$ cat src/rtl/latch_ctrl_pkg.sv
`default_nettype none
// +--------------------------------------------------------------------+
// | latch_ctrl_pkg : shared types for the latch write controller       |
// | Rev 1.0                                                            |
// +--------------------------------------------------------------------+
package latch_ctrl_pkg;

  localparam int NREQ = 2;

  typedef enum logic [1:0] {
    IDLE  = 2'd0,
    SETUP = 2'd1,
    OPEN  = 2'd2,
    HOLD  = 2'd3
  } state_t;

endpackage
`default_nettype wire

$ cat src/rtl/rr_arb2.sv
`default_nettype none
// +--------------------------------------------------------------------+
// | rr_arb2 : combinational two-requester round-robin arbiter          |
// | Rev 1.0                                                            |
// +--------------------------------------------------------------------+
module rr_arb2
  import latch_ctrl_pkg::*;
(
  input  logic [NREQ-1:0] req,
  input  logic            last_owner,
  output logic [NREQ-1:0] gnt,
  output logic            winner
);

  always_comb begin
    gnt    = '0;
    winner = 1'b0;
    case (req)
      2'b01: begin
        gnt    = 2'b01;
        winner = 1'b0;
      end
      2'b10: begin
        gnt    = 2'b10;
        winner = 1'b1;
      end
      2'b11: begin
        // On contention the requester that did not win last time goes next
        winner = ~last_owner;
        gnt    = last_owner ? 2'b01 : 2'b10;
      end
      default: begin
        gnt    = '0;
        winner = 1'b0;
      end
    endcase
  end

endmodule
`default_nettype wire

$ cat src/rtl/latch_write_arbiter.sv
`default_nettype none
// +--------------------------------------------------------------------+
// | latch_write_arbiter : round-robin write sequencer for a latch bank |
// | Rev 1.0                                                            |
// +--------------------------------------------------------------------+
module latch_write_arbiter
  import latch_ctrl_pkg::*;
#(
  parameter  int WIDTH       = 8,
  parameter  int DEPTH       = 4,
  parameter  int OPEN_CYCLES = 2,
  localparam int AW          = (DEPTH > 1) ? $clog2(DEPTH) : 1
) (
  input  logic             clk,
  input  logic             reset,
  input  logic [NREQ-1:0]  req,
  input  logic [AW-1:0]    addr0,
  input  logic [AW-1:0]    addr1,
  input  logic [WIDTH-1:0] wdata0,
  input  logic [WIDTH-1:0] wdata1,
  output logic [NREQ-1:0]  gnt,
  output logic [NREQ-1:0]  done,
  output logic             err,
  output logic             busy,
  output logic [WIDTH-1:0] lat_d,
  output logic [DEPTH-1:0] lat_en
);

  localparam int CW = 4;

  state_t           r_state;
  state_t           w_state_nxt;
  logic [AW-1:0]    r_addr;
  logic             r_owner;
  logic             r_last_owner;
  logic [CW-1:0]    r_cnt;
  logic [WIDTH-1:0] r_lat_d;
  logic [DEPTH-1:0] r_lat_en;
  logic [NREQ-1:0]  w_arb_gnt;
  logic             w_winner;
  logic             w_start;
  logic [DEPTH-1:0] w_en_sel;
  logic             w_addr_ok;

  rr_arb2 u_arb (
    .req        (req),
    .last_owner (r_last_owner),
    .gnt        (w_arb_gnt),
    .winner     (w_winner)
  );

  assign w_start = (r_state == IDLE) && (req != '0);

  // An out-of-range address matches no entry, so no enable is ever raised
  always_comb begin
    w_en_sel = '0;
    for (int i = 0; i < DEPTH; i++) begin
      w_en_sel[i] = (r_addr == AW'(i));
    end
  end

  assign w_addr_ok = |w_en_sel;

  always_comb begin
    w_state_nxt = r_state;
    case (r_state)
      IDLE:    if (w_start) w_state_nxt = SETUP;
      SETUP:   w_state_nxt = OPEN;
      OPEN:    if (r_cnt == '0) w_state_nxt = HOLD;
      HOLD:    w_state_nxt = IDLE;
      default: w_state_nxt = IDLE;
    endcase
  end

  // r_lat_d doubles as the captured data register: it only loads on accept
  always_ff @(posedge clk or negedge reset) begin
    if (!reset) begin
      r_state      <= IDLE;
      r_addr       <= '0;
      r_owner      <= 1'b0;
      r_last_owner <= 1'b1;
      r_cnt        <= '0;
      r_lat_d      <= '0;
      r_lat_en     <= '0;
    end else begin
      r_state <= w_state_nxt;
      if (w_start) begin
        r_addr       <= w_winner ? addr1  : addr0;
        r_lat_d      <= w_winner ? wdata1 : wdata0;
        r_owner      <= w_winner;
        r_last_owner <= w_winner;
      end
      if (r_state == SETUP) begin
        r_cnt <= CW'(OPEN_CYCLES - 1);
      end else if ((r_state == OPEN) && (r_cnt != '0)) begin
        r_cnt <= r_cnt - 1'b1;
      end
      r_lat_en <= (w_state_nxt == OPEN) ? w_en_sel : '0;
    end
  end

  assign gnt    = w_start ? w_arb_gnt : '0;
  assign busy   = (r_state != IDLE);
  assign done   = (r_state == HOLD) ? (r_owner ? 2'b10 : 2'b01) : 2'b00;
  assign err    = (r_state == HOLD) && !w_addr_ok;
  assign lat_d  = r_lat_d;
  assign lat_en = r_lat_en;

endmodule
`default_nettype wire

$ cat config.mk
export PLATFORM = sky130hd
export DESIGN_NAME = latch_write_arbiter
export DESIGN_NICKNAME = d
export VERILOG_FILES = /design/src/rtl/latch_ctrl_pkg.sv /design/src/rtl/rr_arb2.sv /design/src/rtl/latch_write_arbiter.sv
export SDC_FILE = /design/constraint.sdc
export NUM_CORES = 1
export LEC_CHECK = 0
export ABC_AREA = 1
export CAP_MARGIN = 0
export CORE_ASPECT_RATIO = 0.6
export CORE_MARGIN = 2
export CORE_UTILIZATION = 45
export CTS_BUF_LIST = sky130_fd_sc_hd__clkbuf_4 sky130_fd_sc_hd__clkbuf_8
export DETAILED_ROUTE_END_ITERATION = 8
export PLACE_DENSITY = 0.82
export SYNTH_ARGS = -nofsm -noshare
export SYNTH_HDL_FRONTEND = slang
export SYNTH_SLANG_ARGS = --single-unit
$ cat constraint.sdc
create_clock -name clk -period 1.6 [get_ports clk]
set_input_delay 0.32 -clock clk [delete_from_list [all_inputs] [get_ports clk]]
set_output_delay 0.32 -clock clk [all_outputs]
set_load 0.05 [all_outputs]
; ---- After elaboration in Yosys (flattened, before gate mapping)
; Cells that the tools add are included.
[classes]
n_bitwise = 1
reduce_logical = 12
muxes = 14
addsub = 1
n_eq_ne = 10
[op_table]
columns = cell, n
row1 = equality test 2 bit (second input constant), 7
row2 = two-way mux 2 bit, 7
row3 = two-way mux 4 bit, 3
row4 = two-way mux 8 bit, 1
row5 = one-hot mux 2 bit (4 select lines), 1
row6 = equality test 2 x 1 -> 1 bit (second input constant), 3
row7 = one-hot mux 2 bit (3 select lines), 1
row8 = nonzero test 2 bit, 3
row9 = zero test 2 bit, 2
row10 = zero test 4 bit, 1
row11 = nonzero test 4 bit, 1
row12 = OR reduction 4 bit, 1
row13 = subtractor 4 x 1 -> 4 bit (second input constant), 1
row14 = logical AND 1 bit, 3
row15 = one-hot mux 1 bit (2 select lines), 1
row16 = zero test 1 bit, 1
row17 = NOT 1 bit, 1
[totals]
in_bits = 24
ff_bits = 22

; ---- Logic depth before layout (Yosys ltp)
; Gate-level depths: netlist of run 1.
[logic_depth]
ltp_word = 6
ltp_mapped = 8
depth_no_buf = 7

; ---- By module
; Synthesis of run 1 repeated with hierarchy kept, for this count alone.
[unflattened]
hier_cells = 151
hier_area_um2 = 1177.4
[by_module_without_submodules]
columns = mod, area_per_inst_um2, seq_area_each_um2, cells_per_inst, instances
row1 = latch_write_arbiter, 1152.4, 551.8, 145, 1
row2 = rr_arb2, 25.0, 0.0, 6, 1

; ---- Worst setup path before layout of run 1
; No wires, ideal clock.
[synth_timing]
path_kind = reg2out
startpoint = reg r_state[0]
endpoint = out gnt[0]
t_required_ps = 1280
t_arrival_ps = 1824
setup_slack_ps = -544
stages_incl_launch_ff = 8
n_path_buf = 1
path_cell_list = dfrtp_1 inv_1 ha_1 inv_2 nor2_4 inv_2 buf_4 nor2_1
[synth_via]
elab_chain_len = 3
[synth_lines]
columns = item, line_no
row1 = from (decl), latch_write_arbiter.sv:31  ; state_t r_state;
row2 = from (signal assigned), latch_write_arbiter.sv:86  ; r_state <= w_state_nxt;
row3 = zero test 2 bit, latch_write_arbiter.sv:52  ; assign w_start = (r_state == IDLE) && (req != '0);
row4 = logical AND 1 bit, latch_write_arbiter.sv:52
row5 = two-way mux 2 bit, latch_write_arbiter.sv:102  ; assign gnt = w_start ? w_arb_gnt : '0;
row6 = to (decl), latch_write_arbiter.sv:21  ; output logic [NREQ-1:0] gnt,
; Every way passes these cells.

; ---- Worst setup path in the final report of run 1
[layout_timing]
startpoint = reg r_state[1]
endpoint = out gnt[0]
; Same word-level chain as after synthesis.

==> flow_summary_export.csv, run 1 <==
group,metric,value,unit
sta,hold_viol,0,
route,drtIter0Drc,110,
floorplan,io_pins,42,
yosys,ys_ff_latch,22,
power,power_density,2370,mW/mm^2
run_status,violations,"negative setup slack",
power,finalPower,4.28,mW
cts,cts.path.max_buffers,2,
sta,fin_ws,-180,ps
yosys,ys_warn_count,0,
run_status,outcome,"finished, violations left",
cts,insertion_delay,270,ps
floorplan,fp.dieH,42.2,um
sta,skew,5.47,ps
grt,grt_max_degree,23,
finish,layout.nets,223,
finish,fin_area,0.00180,mm^2
floorplan,start_util,49.2,%
grt,busiest_layer,"met2",
grt,grt_pass1_vias,1098,
grt,grt-ovfl-total,0,
yosys,netlist_area,0.00110,mm^2
critical_path,crit_arrival,1460,ps
placement,placedCellCount,208,
critical_path,required,1280,ps
cts,cts_num_sinks,22,
yosys,syn_nets,165,
route,drc_errors,0,
cts,cts_tree,"done",
power,vdd_drop_max,1.47,mV
critical_path,slowest_stage,"dfrtp_1",
placement,placed_area,0.00160,mm^2
route,via_per_inst,5.19,
yosys,ys_seq_area_share,50.3,%
sta,rsz0062_at_grt,"yes",
floorplan,fp.dieArea,0.00286,mm^2
finish,multi_input_comb_area,519,um^2
grt,grtUsageMet2,40.6,%
finish,n_antenna_cell,0,
route,wl_per_cell,15.8,um
placement,port_buffers,40,
sta,setup-tns-final,-540,ps
cts,cts_root_buffer,"clkbuf_8",
placement,hpwl,2.18,mm
critical_path,rrSetupSlack,40,ps
sta,finalCritPeriodShare,111,%
critical_path,crit_fanout,3,
sta,fmax,562,MHz
sta,setup_viol,4,
floorplan,coreArea,0.00223,mm^2
finish,final_util,80.9,%
critical_path,crit_path_max_incr_delay,420,ps
worst_hold_path,hold_path_class,"in2async",
yosys,synth_cell_types,18,
route,vias,1157,
floorplan,core.rowCount,13,
yosys,synthCells,136,
sta,holdWs,390,ps
floorplan,fp.dieW,67.7,um
sta,slew_violations,0,
power,p_leak,0.893,nW
grt,antenna_found_initial,0,
grt,grt_pass1_wl,5.09,mm
route,ant_nets,0,
finish,drive_gt1_share,31.1,%
route,dr.pass1.iters,5,
placement,place_ws,-98.8,ps
critical_path,path_class,"reg2out",
cts,clk_pin_slew_worst_paths,80,ps
finish,fillers,122,
grt,grt_use_met3,5.65,%
critical_path,start_kind,"flop",
placement,gp_congestion,0.798,
finish,stdcell_count,223,
route,wl,3.53,mm
sta,period_minus_slack,1780,ps
cts,cts_made_buffers,3,
cts,h-tree-depth,1,
finish,area.sequential,552,um^2
critical_path,path_cells,"inv_2 -> ha_4 -> inv_6 -> nor2_4 -> inv_2 -> nor2_4 -> buf_12",
grt,track_usage,23.8,%
finish,syn2layout_area_growth,64.5,%
job,maxCapViolations,0,
critical_path,endpoint_kind,"output pin",
grt,use_met1,28.4,%
yosys,syn-mean-instance-area,8.06,um^2
[kinds of logic (layout without fill, tap and decap cells)]
kind of cell    Yosys count  after routing  share of synthesized area, %
simple gates             66             66                          24.8
flops                    22             22                          50.3
compound gates           21             21                          9.59
buf+inv                  20             77                          8.45
fa+ha+maj                 5              5                          5.71
other cells               1              1                         0.342
xor+xnor                  1              1                         0.799
[Yosys cell counts (all sizes together)]
master | count | area [um^2]
buf | 5 | 36.3
conb | 1 | 3.75
dfrtp | 21 | 526
dfstp | 1 | 26.3
ha | 5 | 62.6
inv | 15 | 56.3
nand2 | 34 | 128
nand3 | 7 | 40.0
nand4 | 1 | 6.26
nor2 | 24 | 97.6
o21ai | 21 | 105
xor2 | 1 | 8.76
[final cells by class]
| class | count | area share [%] |
|---|---|---|
| clock buffers | 3 | 2.29 |
| clock inverters | 1 | 1.67 |
| inverters | 15 | 3.54 |
| multi-input cells | 94 | 28.8 |
| flip-flops and latches | 22 | 30.6 |
| well taps | 30 | 2.08 |
| repair buffers | 58 | 31.0 |
[sequential cells by signal, summed over array words and instances, names as in the netlist]
| signal | count |
|---|---|
| lat_d | 8 |
| lat_en | 4 |
| r_cnt | 4 |
| r_addr | 2 |
| r_state | 2 |
| r_last_owner | 1 |
| r_owner | 1 |
[cells in the final DEF, fill, tap and decap left out, types with 4 or more instances in the layout]
master,synthesis,routed
nor2_2,0,4
nand3_1,6,6
buf_12,0,5
nor2_1,23,18
dfrtp_1,21,21
o21ai_1,14,14
o21ai_0,7,7
inv_2,2,5
buf_4,2,29
clkdlybuf4s50_1,0,23
inv_1,13,8
nand2_1,34,31
[final timing paths]
| path | start | cells after the start | endpoint |
|---|---|---|---|
| worst max-delay path | r_state[1]$_DFF_PN0_ | 7 | gnt[0] |
| worst min-delay path | reset | 2 | lat_d[5]$_DFFE_PN0P_ |
| worst max register to register | r_state[0]$_DFF_PN0_ | 9 | lat_en[2]$_DFF_PN0_ |
| worst min register to register | r_last_owner$_DFFE_PN1P_ | 2 | r_last_owner$_DFFE_PN1P_ |
| max in group asynchronous | reset | 2 | r_last_owner$_DFFE_PN1P_ |
| min in group clk | r_last_owner$_DFFE_PN1P_ | 2 | r_last_owner$_DFFE_PN1P_ |
[critical path: cells and delay by family (launching register included)]
| kind | cells | cell delay [ps] |
|---|---|---|
| adder cells (fa/ha/maj) | 1 | 170 |
| AND/OR/NAND/NOR | 2 | 230 |
| buffers and inverters | 4 | 370 |
| flip-flops | 1 | 420 |
[power breakdown]
part / switching, mW / internal, mW / total (mW)
Clock: 0.185 / 0.334 / 0.519
Sequential: 0.181 / 0.827 / 1.01
Combinational: 1.69 / 1.07 / 2.75
Total: 2.05 / 2.23 / 4.28
[per-layer routing]
| layer | vias to the layer above | share of wire, % | wire length, um |
|---|---|---|---|
| li1 | 534 | - | - |
| met5 | - | 0 | 0 |
| met2 | 63 | 50 | 1780 |
| met3 | 20 | 6.0 | 213 |
| met4 | 0 | 4.6 | 161 |
| met1 | 540 | 39 | 1370 |
[what timing repair did]
item / CTS / global route
gates resized for setup: 4 / 13
endpoints found under the setup margin: 2 / 8
buffers inserted: 6 / 5
hold buffers: 0 / 0
pin swaps: 2 / 7
Note: power is estimated with default switching activity, not from simulation.
==> run 2: changes to the inputs <==
Settings changed: CAP_MARGIN 0 to default.
==> results of run 2 <==
Same layout as run 1: the final DEF is identical, and so are final timing and power.
==> run 3: changes to the inputs <==
Settings changed: CTS_BUF_LIST sky130_fd_sc_hd__clkbuf_4 sky130_fd_sc_hd__clkbuf_8 to sky130_fd_sc_hd__clkbuf_8.
==> results of run 3 <==
Same layout as run 1: the final DEF is identical, and so are final timing and power.
